$ cat src/rtl/uart_prog_loader.sv
// uart_prog_loader: boot-time serial program loader.
// Receives an 8N1 UART byte stream, takes a big-endian 16-bit word count,
// then assembles big-endian 16-bit words and writes them to consecutive
// RAM addresses starting at 0. Flags done on a complete load and err on a
// framing error or an oversized word count.
// ADDR_W is limited to 16 so that the capacity compare fits in 17 bits.
module uart_prog_loader #(
    parameter int CLKS_PER_BIT = 868,
    parameter int ADDR_W       = 12,
    parameter int DATA_W       = 16
) (
    input  logic              clk,
    input  logic              rst_n,
    input  logic              uart_rx,
    output logic [DATA_W-1:0] ram_data,
    output logic              ram_wren,
    output logic [ADDR_W-1:0] ram_address,
    output logic              busy,
    output logic              done,
    output logic              err
);

    localparam int CNT_W = $clog2(CLKS_PER_BIT);
    localparam logic [CNT_W-1:0] HALF_M1  = CNT_W'(CLKS_PER_BIT / 2 - 1);
    localparam logic [CNT_W-1:0] FULL_M1  = CNT_W'(CLKS_PER_BIT - 1);
    localparam logic [16:0]      CAPACITY = 17'(2 ** ADDR_W);

    typedef enum logic [1:0] {
        RX_IDLE,
        RX_START,
        RX_DATA,
        RX_STOP
    } rx_state_t;

    typedef enum logic [2:0] {
        L_LEN_HI,
        L_LEN_LO,
        L_DAT_HI,
        L_DAT_LO,
        L_DONE,
        L_ERR
    } ld_state_t;

    logic             rx_meta;
    logic             rx_sync;
    rx_state_t        rx_state;
    logic [CNT_W-1:0] rx_cnt;
    logic [2:0]       rx_bit;
    logic [7:0]       rx_shift;
    logic             stop_sample;
    logic             byte_valid;
    logic             frame_err;
    logic [7:0]       rx_byte;

    ld_state_t        ld_state;
    logic [7:0]       len_hi;
    logic [7:0]       word_hi;
    logic [ADDR_W-1:0] word_idx;
    logic [ADDR_W-1:0] last_idx;
    logic [15:0]      len_word;

    // Two-flop synchroniser; resets to the idle-high line level so reset
    // release never looks like a start bit.
    always_ff @(posedge clk or negedge rst_n) begin
        if (!rst_n) begin
            rx_meta <= 1'b1;
            rx_sync <= 1'b1;
        end else begin
            rx_meta <= uart_rx;
            rx_sync <= rx_meta;
        end
    end

    // Receiver FSM: half-bit start check, then one sample per bit period.
    always_ff @(posedge clk or negedge rst_n) begin
        if (!rst_n) begin
            rx_state <= RX_IDLE;
            rx_cnt   <= '0;
            rx_bit   <= '0;
            rx_shift <= '0;
        end else begin
            case (rx_state)
                RX_IDLE: begin
                    rx_cnt <= '0;
                    if (!rx_sync) begin
                        rx_state <= RX_START;
                    end
                end
                RX_START: begin
                    if (rx_cnt == HALF_M1) begin
                        rx_cnt   <= '0;
                        rx_bit   <= '0;
                        // A start bit that has gone high again is a glitch
                        rx_state <= rx_sync ? RX_IDLE : RX_DATA;
                    end else begin
                        rx_cnt <= rx_cnt + CNT_W'(1);
                    end
                end
                RX_DATA: begin
                    if (rx_cnt == FULL_M1) begin
                        rx_cnt   <= '0;
                        rx_shift <= {rx_sync, rx_shift[7:1]};
                        if (rx_bit == 3'd7) begin
                            rx_state <= RX_STOP;
                        end else begin
                            rx_bit <= rx_bit + 3'd1;
                        end
                    end else begin
                        rx_cnt <= rx_cnt + CNT_W'(1);
                    end
                end
                RX_STOP: begin
                    if (rx_cnt == FULL_M1) begin
                        rx_cnt   <= '0;
                        rx_state <= RX_IDLE;
                    end else begin
                        rx_cnt <= rx_cnt + CNT_W'(1);
                    end
                end
            endcase
        end
    end

    // Byte/frame-error strobes are asserted in the stop-bit sample cycle so
    // the loader can register the RAM write one clock later.
    assign stop_sample = (rx_state == RX_STOP) && (rx_cnt == FULL_M1);
    assign byte_valid  = stop_sample && rx_sync;
    assign frame_err   = stop_sample && !rx_sync;
    assign rx_byte     = rx_shift;
    assign len_word    = {len_hi, rx_byte};

    // Loader FSM with registered RAM port and status outputs.
    always_ff @(posedge clk or negedge rst_n) begin
        if (!rst_n) begin
            ld_state    <= L_LEN_HI;
            len_hi      <= '0;
            word_hi     <= '0;
            word_idx    <= '0;
            last_idx    <= '0;
            ram_data    <= '0;
            ram_wren    <= 1'b0;
            ram_address <= '0;
            busy        <= 1'b0;
            done        <= 1'b0;
            err         <= 1'b0;
        end else begin
            ram_wren <= 1'b0;
            if (frame_err && (ld_state != L_DONE)) begin
                ld_state <= L_ERR;
                err      <= 1'b1;
                busy     <= 1'b0;
            end else if (byte_valid) begin
                case (ld_state)
                    L_LEN_HI: begin
                        len_hi   <= rx_byte;
                        busy     <= 1'b1;
                        ld_state <= L_LEN_LO;
                    end
                    L_LEN_LO: begin
                        if (len_word == 16'd0) begin
                            ld_state <= L_DONE;
                            done     <= 1'b1;
                            busy     <= 1'b0;
                        end else if ({1'b0, len_word} > CAPACITY) begin
                            ld_state <= L_ERR;
                            err      <= 1'b1;
                            busy     <= 1'b0;
                        end else begin
                            // N is at most the capacity, so N-1 fits the address
                            last_idx <= ADDR_W'(len_word - 16'd1);
                            word_idx <= '0;
                            ld_state <= L_DAT_HI;
                        end
                    end
                    L_DAT_HI: begin
                        word_hi  <= rx_byte;
                        ld_state <= L_DAT_LO;
                    end
                    L_DAT_LO: begin
                        ram_wren    <= 1'b1;
                        ram_address <= word_idx;
                        ram_data    <= DATA_W'({word_hi, rx_byte});
                        word_idx    <= word_idx + ADDR_W'(1);
                        if (word_idx == last_idx) begin
                            ld_state <= L_DONE;
                            done     <= 1'b1;
                            busy     <= 1'b0;
                        end else begin
                            ld_state <= L_DAT_HI;
                        end
                    end
                    default: begin
                        // L_DONE and L_ERR ignore further bytes
                    end
                endcase
            end
        end
    end

endmodule

$ cat config.mk
export PLATFORM = sky130hd
export DESIGN_NAME = uart_prog_loader
export DESIGN_NICKNAME = d
export VERILOG_FILES = /design/src/rtl/uart_prog_loader.sv
export SDC_FILE = /design/constraint.sdc
export NUM_CORES = 1
export LEC_CHECK = 0
export BUFFER_PORTS_ARGS = -buffer_cell sky130_fd_sc_hd__buf_2
export CAP_MARGIN = 0
export CORE_UTILIZATION = 45
export CTS_BUF_LIST = sky130_fd_sc_hd__clkbuf_16
export CTS_CLUSTER_SIZE = 14
export DETAILED_ROUTE_END_ITERATION = 8
export GPL_TIMING_DRIVEN = 0
export MAX_ROUTING_LAYER = met4
export PLACE_DENSITY = 0.65
export SYNTH_ARGS = -nofsm -noshare
export SYNTH_HDL_FRONTEND = slang
export SYNTH_SLANG_ARGS = --single-unit
export TNS_END_PERCENT = 20
$ cat constraint.sdc
create_clock -name clk -period 2.7 [get_ports clk]
set_clock_uncertainty 0.2 [all_clocks]
set_input_delay 0.135 -clock clk [delete_from_list [all_inputs] [get_ports clk]]
set_output_delay 0.135 -clock clk [all_outputs]
set_load 0.02 [all_outputs]
# --- Word level (Yosys, flattened, before mapping) ---
# Cells that the tools add are included.
totals:
  word_cells: 117
  inputBits: 3
  regBits: 100
  out_inout_bits: 32
op_classes:
  eq_ne: 24
  magnitude_cmp: 1
  n_reduce_logical: 28
  add_sub_neg: 4
  n_mux: 40
  bitwise: 3
ops:
  columns: ["operator", "n"]
  rows:
  - ["$pmux 10 s3", 1]
  - ["$mux 12", 2]
  - ["$mux 3", 8]
  - ["$pmux 12 s2", 1]
  - ["$ne 2x2->1 const B", 11]
  - ["$mux 10", 2]
  - ["$reduce_and 5->1", 4]
  - ["$gt 16x13->1 const B", 1]
  - ["$logic_not 16->1", 1]
  - ["$mux 1", 15]
  - ["$add 12x1->12 const B", 1]
  - ["$eq 12x12->1", 1]
  - ["$mux 2", 6]
  - ["$pmux 3 s4", 1]
  - ["$reduce_and 4->1", 3]
  - ["$sub 12x1->12 const B", 1]
  - ["$add 10x1->10 const B", 1]
  - ["$eq 10x10->1 const B", 1]
  - ["$eq 10x9->1 const B", 1]
  - ["$reduce_bool 2->1", 5]
  - ["$reduce_and 3->1", 3]
  - ["$pmux 2 s4", 1]
  - ["$eq 3x2->1 const B", 2]
  - ["$ne 3x3->1 const B", 2]
  - ["18 further kinds", 25]

# --- Depth between registers and ports, before layout ---
# Gate-level depths: netlist of run 1.
logic_depth:
  word_depth: 6
  ltp_mapped: 8

# --- Worst setup path after synthesis of run 1 ---
# Ideal clock, no wire load.
synth_timing:
  path_kind: "reg-to-reg"
  start: "register rx_cnt[0]"
  end: "register len_hi[0]"
  stages_incl_launch_ff: 8
  path_slack_ps: 223
  synth_period_minus_slack_ps: 2477
  arrival_time_ps: 2152
  setup_time_ps: 125
  path_cell_list: "dfrtp_1 -> ha_1 -> nand4bb_4 -> nor4_4 -> nand2_2 -> or4_1 -> buf_4 -> mux2_4"
synth_between:
  elab_chain_cells: 6
  elab_cells_between_ends: 7
synth_lines:
  columns: ["item", "line_no", "text"]
  rows:
  - ["from (decl)", "47", "logic [CNT_W-1:0] rx_cnt;"]
  - ["from (signal assigned)", "96", "rx_cnt <= rx_cnt + CNT_W'(1);"]
  - ["from (signal assigned)", "109", "rx_cnt <= rx_cnt + CNT_W'(1);"]
  - ["from (signal assigned)", "117", "rx_cnt <= rx_cnt + CNT_W'(1);"]
  - ["$eq 10x10->1 (*)", "126", "assign stop_sample = (rx_state == RX_STOP) && (rx_cnt == FULL_M1);"]
  - ["$logic_and 1x1->1 (*)", "126", null]
  - ["$logic_and 1x1->1", "128", "assign frame_err = stop_sample && !rx_sync;"]
  - ["$logic_and 1x1->1", "148", "if (frame_err && (ld_state != L_DONE)) begin"]
  - ["$not 1->1 (no line)", null, null]
  - ["$reduce_and 3->1 (no line) (*)", null, null]
  - ["to (signal assigned)", "155", "len_hi <= rx_byte;"]
  - ["to (decl)", "56", "logic [7:0] len_hi;"]
# Every way passes the cells marked *; elsewhere a longest branch is shown, timed or not.
# A chain may end at the register's enable or synchronous reset.

# --- Final worst setup path of run 1 ---
layout_timing:
  start: "register rx_cnt[1]"
  end: "register rx_state[0]"
layout_between:
  elab_chain_cells: 3
  elab_cells_between_ends: 6
layout_lines:
  columns: ["item", "line_no", "text"]
  rows:
  - ["$eq 10x10->1 or $eq 10x9->1 (tied branches)", "100, 113, 90", null]
  - ["$ne 2x2->1 (no line)", null, null]
  - ["$reduce_and 5->1 (no line) (*)", null, null]
  - ["to (signal assigned)", "94", "rx_state <= rx_sync ? RX_IDLE : RX_DATA;"]
  - ["to (decl)", "46", "rx_state_t rx_state;"]
# Marked as above.

==> flow_metrics.env, run 1 <==
export IMPL_status="completed"
export IMPL_endpoint_kind="flop"
export IMPL_rr_worst_depth=7
export IMPL_synthArstFlopShare_pct=100
export IMPL_cts_htree_levels=3
export IMPL_grt_pass1_wl_um=16700
export IMPL_cts_clk_slew_worst_paths_ps=70
export IMPL_grt_pass1_vias=3218
export IMPL_critPathKind="reg -> reg"
export IMPL_intPower_uw=2150
export IMPL_power_density_nw_per_um2=498
export IMPL_fin_tns_setup_ps=0
export IMPL_worstSetupStartpointType="flop"
export IMPL_clock_power_share_pct=44.3
export IMPL_die_y_um=106
export IMPL_nFillCells=958
export IMPL_finalWirelength_um=9680
export IMPL_rsz0062_at_grt="yes"
export IMPL_rows=37
export IMPL_coreArea_um2=10400
export IMPL_overflow=0
export IMPL_final_area_um2=5560
export IMPL_drc_errors=0
export IMPL_tightest_slew_ps=679
export IMPL_slew_headroom_pct=54.7
export IMPL_port_buffers=34
export IMPL_synth_edf_count=0
export IMPL_grt_use_total_pct=19.6
export IMPL_hold_path_class="reg -> reg"
export IMPL_dieArea_um2=11200
export IMPL_p_switching_uw=622
export IMPL_cts_max_path_buffers=2
export IMPL_timing_final_hold_violations=0
export IMPL_cp_slowest_cell="or4bb_1"
export IMPL_grt_max_degree=53
export IMPL_crit_fanout=10
export IMPL_numCtsBuffers=9
export IMPL_cp_endpoint="rx_state[0]"
export IMPL_synth_cell_types=56
export IMPL_arrival_ps=2640
export IMPL_period_minus_slack_ps=2630
export IMPL_combPwrFrac_pct=1.5
export IMPL_synth_main_ff_cell="dfrtp_1"
export IMPL_reg2reg_from="rx_cnt[1]"
export IMPL_drt_initial_drc_count=103
export IMPL_p_seq_share_pct=54.2
export IMPL_syn_inst=405
export IMPL_syn_to_final_growth_pct=14.9
export IMPL_ant_nets=0
export IMPL_syn_cell_area_um2=4840
export IMPL_regArea_um2=2500
export IMPL_drive_above_1_share_pct=29.1
export IMPL_ys_seq_area_share_pct=51.7
export IMPL_post_drt_wl_per_cell_um=16.2
export IMPL_required_ps=2710
export IMPL_max_stage_delay_ps=500
export IMPL_antenna_found_initial=0
export IMPL_path_cells="inv_1 > ha_1 > or4bb_1 > o41ai_1 > a22o_1 > clkbuf_1 > o21ai_0"
export IMPL_reg2reg_to="rx_state[0]"
export IMPL_vias=3236
export IMPL_drv_slew=0
export IMPL_cap_violations=0
export IMPL_setup_violations=0
export IMPL_p_sw_share_pct=22.4
export IMPL_ir_drop_uv=382
export IMPL_cts_tree="built"
export IMPL_regToRegSetupSlack_ps=70
export IMPL_io_pins=35
export IMPL_max_freq_mhz=380
export IMPL_vias_per_cell=5.43
export IMPL_syn_avg_cell_area_um2=12.0
export IMPL_min_period_over_period_pct=97.4
export IMPL_power_total_uw=2770
export IMPL_multi_input_area_um2=2200
export IMPL_gp_congestion=0.856
export IMPL_place_hpwl_um=6700
export IMPL_place_area_um2=5210
export IMPL_crit_start="rx_cnt[1]"
export IMPL_clock_latency_ps=350
export IMPL_yosysWarnings=0
export IMPL_syn_nets=415
export IMPL_nets=465
export IMPL_start_util_pct=46.7
export IMPL_root_buffer="clkbuf_16"
export IMPL_die_w_um=106
export IMPL_synth_seq_cells=100
export IMPL_power_leakage_uw=0.00280
export IMPL_antenna_cells=0
export IMPL_dr_pass1_iters=4
export IMPL_cts_sinks=100
cell families (layout without fill, tap and decap cells):
group / count (synthesis) / count (layout) / synth area share [%]
AOI/OAI and AO/OA: 65 / 65 / 8.92
muxes: 68 / 68 / 16.9
and+or+nand+nor: 99 / 99 / 12.1
DFF: 100 / 100 / 51.7
xor gates and xnor gates: 29 / 29 / 5.25
adders and majority gates: 7 / 7 / 1.81
buffers and inverters: 37 / 92 / 3.28
stage by stage:
stage | std cells | setup slack (ps) | hold slack, ps | utilization, %
6_report | 596 | 70.3 | 157 | 53.6
5_1_grt | 596 | -44.8 | 172 | 53.6
4_1_cts | 596 | 1.22 | 160 | 53.4
3_5_place_dp | 576 | -92.3 | 26.4 | 50.3
3_3_place_gp | 575 | -42.8 | 55.8 | 50.0
2_1_floorplan | 405 | 223 | -361 | -
Yosys cell counts, drive strengths merged (2+ instances only):
| cell type | number | area [um^2] |
|---|---|---|
| a2111oi | 4 | 35.0 |
| a211o | 2 | 17.5 |
| a211oi | 2 | 15.0 |
| a21o | 2 | 15.0 |
| a21oi | 11 | 55.1 |
| a22o | 4 | 35.0 |
| a31oi | 4 | 25.0 |
| a41oi | 4 | 35.0 |
| and3 | 5 | 31.3 |
| buf | 9 | 52.6 |
| clkbuf | 15 | 57.6 |
| dfrtp | 98 | 2450 |
| dfstp | 2 | 52.6 |
| ha | 7 | 87.6 |
| inv | 12 | 45.0 |
| mux2 | 63 | 769 |
| mux2i | 5 | 50.1 |
| nand2 | 21 | 81.3 |
| nand2b | 4 | 25.0 |
| nand3 | 8 | 40.0 |
| nand4 | 3 | 18.8 |
| nand4bb | 2 | 55.1 |
| nor2 | 25 | 96.4 |
| nor2b | 3 | 18.8 |
| nor3 | 6 | 30.0 |
| nor3b | 2 | 15.0 |
| nor4 | 7 | 58.8 |
| o21a | 2 | 15.0 |
| o21ai | 18 | 90.1 |
| o21bai | 4 | 30.0 |
| o41ai | 2 | 17.5 |
| or3 | 4 | 25.0 |
| or4 | 3 | 22.5 |
| xnor2 | 8 | 70.1 |
| xor2 | 21 | 184 |
state kept, by name, indices dropped and copies added, names as in the netlist, 3 cells and up, named ones only:
name	flops
ld_state	3
word_hi	8
ram_data	16
rx_bit	3
rx_byte	8
last_idx	12
len_hi	8
word_idx	12
ram_address	12
rx_cnt	10
worst min-delay path by stage:
| stage | startpoint | endpoint | slack [ps] | cells past startpoint |
|---|---|---|---|---|
| finish | rx_meta | rx_sync | 160 | 0 |
| global route | rx_meta | rx_sync | 170 | 0 |
| CTS | rx_meta | rx_sync | 160 | 0 |
| detailed placement | rst_n | ram_address[4] | 30 | 1 |
| global placement | uart_rx | rx_meta | 60 | 1 |
| floorplan | rst_n | async pin | -360 | 0 |
cell type report:
| class | count | area share (%) |
|---|---|---|
| Timing Repair Buffer | 39 | 4.23 |
| Clock buffer | 9 | 4.05 |
| Multi-Input combinational cell | 268 | 39.6 |
| Tap cell | 136 | 3.06 |
| Sequential cell | 100 | 45.0 |
| Clock inverter | 7 | 1.06 |
| Inverter | 13 | 0.877 |
| Buffer | 24 | 2.07 |
power groups by stage:
| stage | Sequential [uW] | Clock, uW | Combinational [uW] |
|---|---|---|---|
| floorplan | 1530 | 0 | 3.97 |
| global placement | 1530 | 0 | 36.3 |
| detailed placement | 1530 | 0 | 42.6 |
| CTS | 1500 | 1270 | 45.1 |
| global route | 1500 | 1330 | 50.4 |
| finish | 1500 | 1230 | 42.4 |
repair_timing:
item                       in CTS  in global routing
setup endpoints to repair      45                 21
pin swaps                       1                  0
setup buffers                   2                  0
hold endpoints to repair       52                  0
resized for setup               3                  7
hold buffers                    2                  0
layout by cell type, fill, tap and decap left out, types with 5 or more instances in the layout:
master / netlist / routed
nor3_1: 6 / 5
buf_4: 3 / 5
buf_2: 6 / 39
nor4_1: 6 / 6
inv_1: 11 / 11
clkbuf_16: 0 / 9
nor2_1: 24 / 24
mux2_4: 16 / 16
o21ai_0: 18 / 18
ha_1: 7 / 7
and3_1: 5 / 5
mux2_2: 41 / 41
a21oi_1: 11 / 11
xor2_1: 21 / 21
nand3_1: 8 / 8
xnor2_1: 8 / 8
mux2_1: 6 / 6
clkbuf_1: 14 / 13
dfrtp_1: 98 / 98
nand2_1: 20 / 20
layer usage:
metal  up-vias  track usage, %  share of wire, %
met5         -               -                 0
li1       1545               -                 -
met3         7            4.70               3.6
met2        63            30.0                47
met1      1621            26.6                48
met4         0            4.46              0.93
worst max-delay path, delay by kind of cell (launching register included):
kind | cells | cell delay [ps]
DFF | 1 | 410
adders and majority gates | 1 | 150
AOI/OAI and AO/OA | 3 | 760
buffers and inverters | 2 | 470
and+or+nand+nor | 1 | 500
Power figures use the tool's default switching activity.
==> run 2: changes to the inputs <==
- BUFFER_PORTS_ARGS: -buffer_cell sky130_fd_sc_hd__buf_2 -> default
- CTS_CLUSTER_SIZE: 14 -> default
- DONT_BUFFER_PORTS: default -> 1
- PLACE_DENSITY: 0.65 -> 0.63
- clock period: 2.7 -> 2.64 ns (I/O delays scaled with it)
==> flow_metrics.env, run 2 (synthesized netlist as in run 1, its figures left out) <==
export IMPL_grt_max_degree=101
export IMPL_period_minus_slack_ps=2590
export IMPL_port_buffers=0
export IMPL_gp_congestion=0.823
export IMPL_place_hpwl_um=6530
export IMPL_vias_per_cell=5.52
export IMPL_hold_slack_ps=-725
export IMPL_drive_above_1_share_pct=24.9
export IMPL_power_leakage_uw=0.00261
export IMPL_critPathBufInv=1
export IMPL_layout_commonest_cell="dfrtp_1"
export IMPL_max_stage_delay_ps=630
export IMPL_cts_sinks=100
export IMPL_dr_pass1_iters=4
export IMPL_post_drt_wl_per_cell_um=17.0
export IMPL_slew_headroom_pct=61.6
export IMPL_required_ps=2710
export IMPL_clock_power_share_pct=45.8
export IMPL_grt_use_total_pct=18.7
export IMPL_power_density_nw_per_um2=528
export IMPL_grt_pass1_vias=3010
export IMPL_regArea_um2=2500
export IMPL_cts_htree_levels=3
export IMPL_ant_nets=0
export IMPL_clock_latency_ps=350
export IMPL_grt_pass1_wl_um=15800
export IMPL_cap_violations=0
export IMPL_intPower_uw=2270
export IMPL_final_cell_mix="dfrtp_1, mux2_2, nor2_1"
export IMPL_setup_violations=0
export IMPL_nets=430
export IMPL_critPathKind="reg -> reg"
export IMPL_ctsHoldBuffers=1
export IMPL_rsz0062_at_grt="yes"
export IMPL_cts_tree="built"
export IMPL_antenna_cells=0
export IMPL_failed_checks="hold timing"
export IMPL_endpoint_kind="flop"
export IMPL_largest_register_ffs=16
export IMPL_die_y_um=106
export IMPL_rows=37
export IMPL_die_w_um=106
export IMPL_fin_tns_setup_ps=0
export IMPL_root_buffer="clkbuf_16"
export IMPL_vias=3098
export IMPL_arrival_ps=2660
export IMPL_p_sw_share_pct=20.3
export IMPL_worstSetupStartpointType="flop"
export IMPL_drv_slew=0
export IMPL_finalWirelength_um=9520
export IMPL_syn_to_final_growth_pct=11.4
export IMPL_io_pins=35
export IMPL_crit_family="simple AND/OR/NAND/NOR gates"
export IMPL_drc_errors=0
export IMPL_tightest_slew_ps=575
export IMPL_path_cells="clkbuf_2 > or3_4 > nand4b_4 > mux2i_2 > a2111oi_1 > mux2i_1"
export IMPL_status="finished, violations left"
export IMPL_dieArea_um2=11200
export IMPL_timing_final_hold_violations=100
export IMPL_multi_input_area_um2=2230
export IMPL_antenna_found_initial=0
export IMPL_max_freq_mhz=386
export IMPL_rr_worst_depth=6
export IMPL_regMostFlops="ram_data"
export IMPL_ir_drop_uv=279
export IMPL_cts_max_path_buffers=2
export IMPL_hold_path_class="in -> async"
export IMPL_cp_slowest_cell="a2111oi_1"
export IMPL_crit_cells=6
export IMPL_coreArea_um2=10400
export IMPL_start_util_pct=46.7
export IMPL_drt_initial_drc_count=165
export IMPL_fin_util_pct=52.0
export IMPL_combPwrFrac_pct=0.2
export IMPL_cts_clk_slew_worst_paths_ps=70
export IMPL_crit_fanout=8
export IMPL_nFillCells=938
export IMPL_overflow=0
export IMPL_p_seq_share_pct=54.0
export IMPL_min_period_over_period_pct=98.1
export IMPL_numCtsBuffers=9
export IMPL_p_switching_uw=577
-- run 2: changes by cell type in the layout (fill, tap and decap cells not counted), sizes merged --
cell,previous run,this run
bufinv,0,1
clkbuf,24,25
buf,46,11
clkinvlp,2,0
dlygate4sd3,2,1
clkinv,2,6
inv,16,13
-- run 2: power groups by stage --
stage                     Sequential [uW]  Clock (uW)  Combinational [uW]
final                                1540        1300                6.42
after global routing                 1530        1400                7.08
after CTS                            1540        1340                6.40
after detailed placement             1570           0                5.15
after global placement               1570           0                5.22
after floorplan                      1560           0                4.06
-- run 2: final timing paths --
check	slack, ps	end	from
hold reg to reg	170	rx_sync	rx_meta
min in group clk	140	rx_meta	uart_rx
setup / recovery	50	word_idx[10]	rx_byte[5]
setup reg to reg	50	word_idx[10]	rx_byte[5]
hold / removal	-730	ram_data[10]	rst_n
max in group asynchronous	2780	rx_meta	rst_n
-- run 2: worst register-to-register path: stages (launching register included) --
cell and delay, ps:
dfrtp_1 360, clkbuf_2 170, or3_4 410, nand4b_4 220, mux2i_2 270, a2111oi_1 630
mux2i_1 250
-- run 2: what timing repair did --
item,CTS,global route
pin swaps,1,2
buffers inserted,1,2
gates resized for setup,6,13
endpoints found under the hold margin,101,100
endpoints found under the setup margin,56,49
gates cloned,0,0
-- run 2: through the flow --
stage | setup slack, ps | cells | power, uW | cell area (um^2)
global placement | -109 | 541 | 1570 | 5010
global route | -104 | 561 | 2940 | 5390
finish | 50.9 | 561 | 2840 | 5390
floorplan | 163 | 405 | 1570 | 4840
detailed placement | -133 | 541 | 1570 | 5010
CTS | 3.35 | 559 | 2880 | 5330
-- run 2: per-layer routing --
layer | GRT usage [%] | wire [um]
met2 | 27.5 | 4580
met3 | 4.64 | 337
met4 | 6.05 | 129
met1 | 25.4 | 4470
met5 | - | 0
-- run 2: area by class of cell --
type,instances,share of cell area [%]
plain buffers,24,2.20
clock buffers,9,4.18
clock inverters,7,1.23
inverters,13,0.905
multi-input cells,268,41.3
flip-flops and latches,100,46.5
well taps,136,3.16
repair buffers,4,0.603
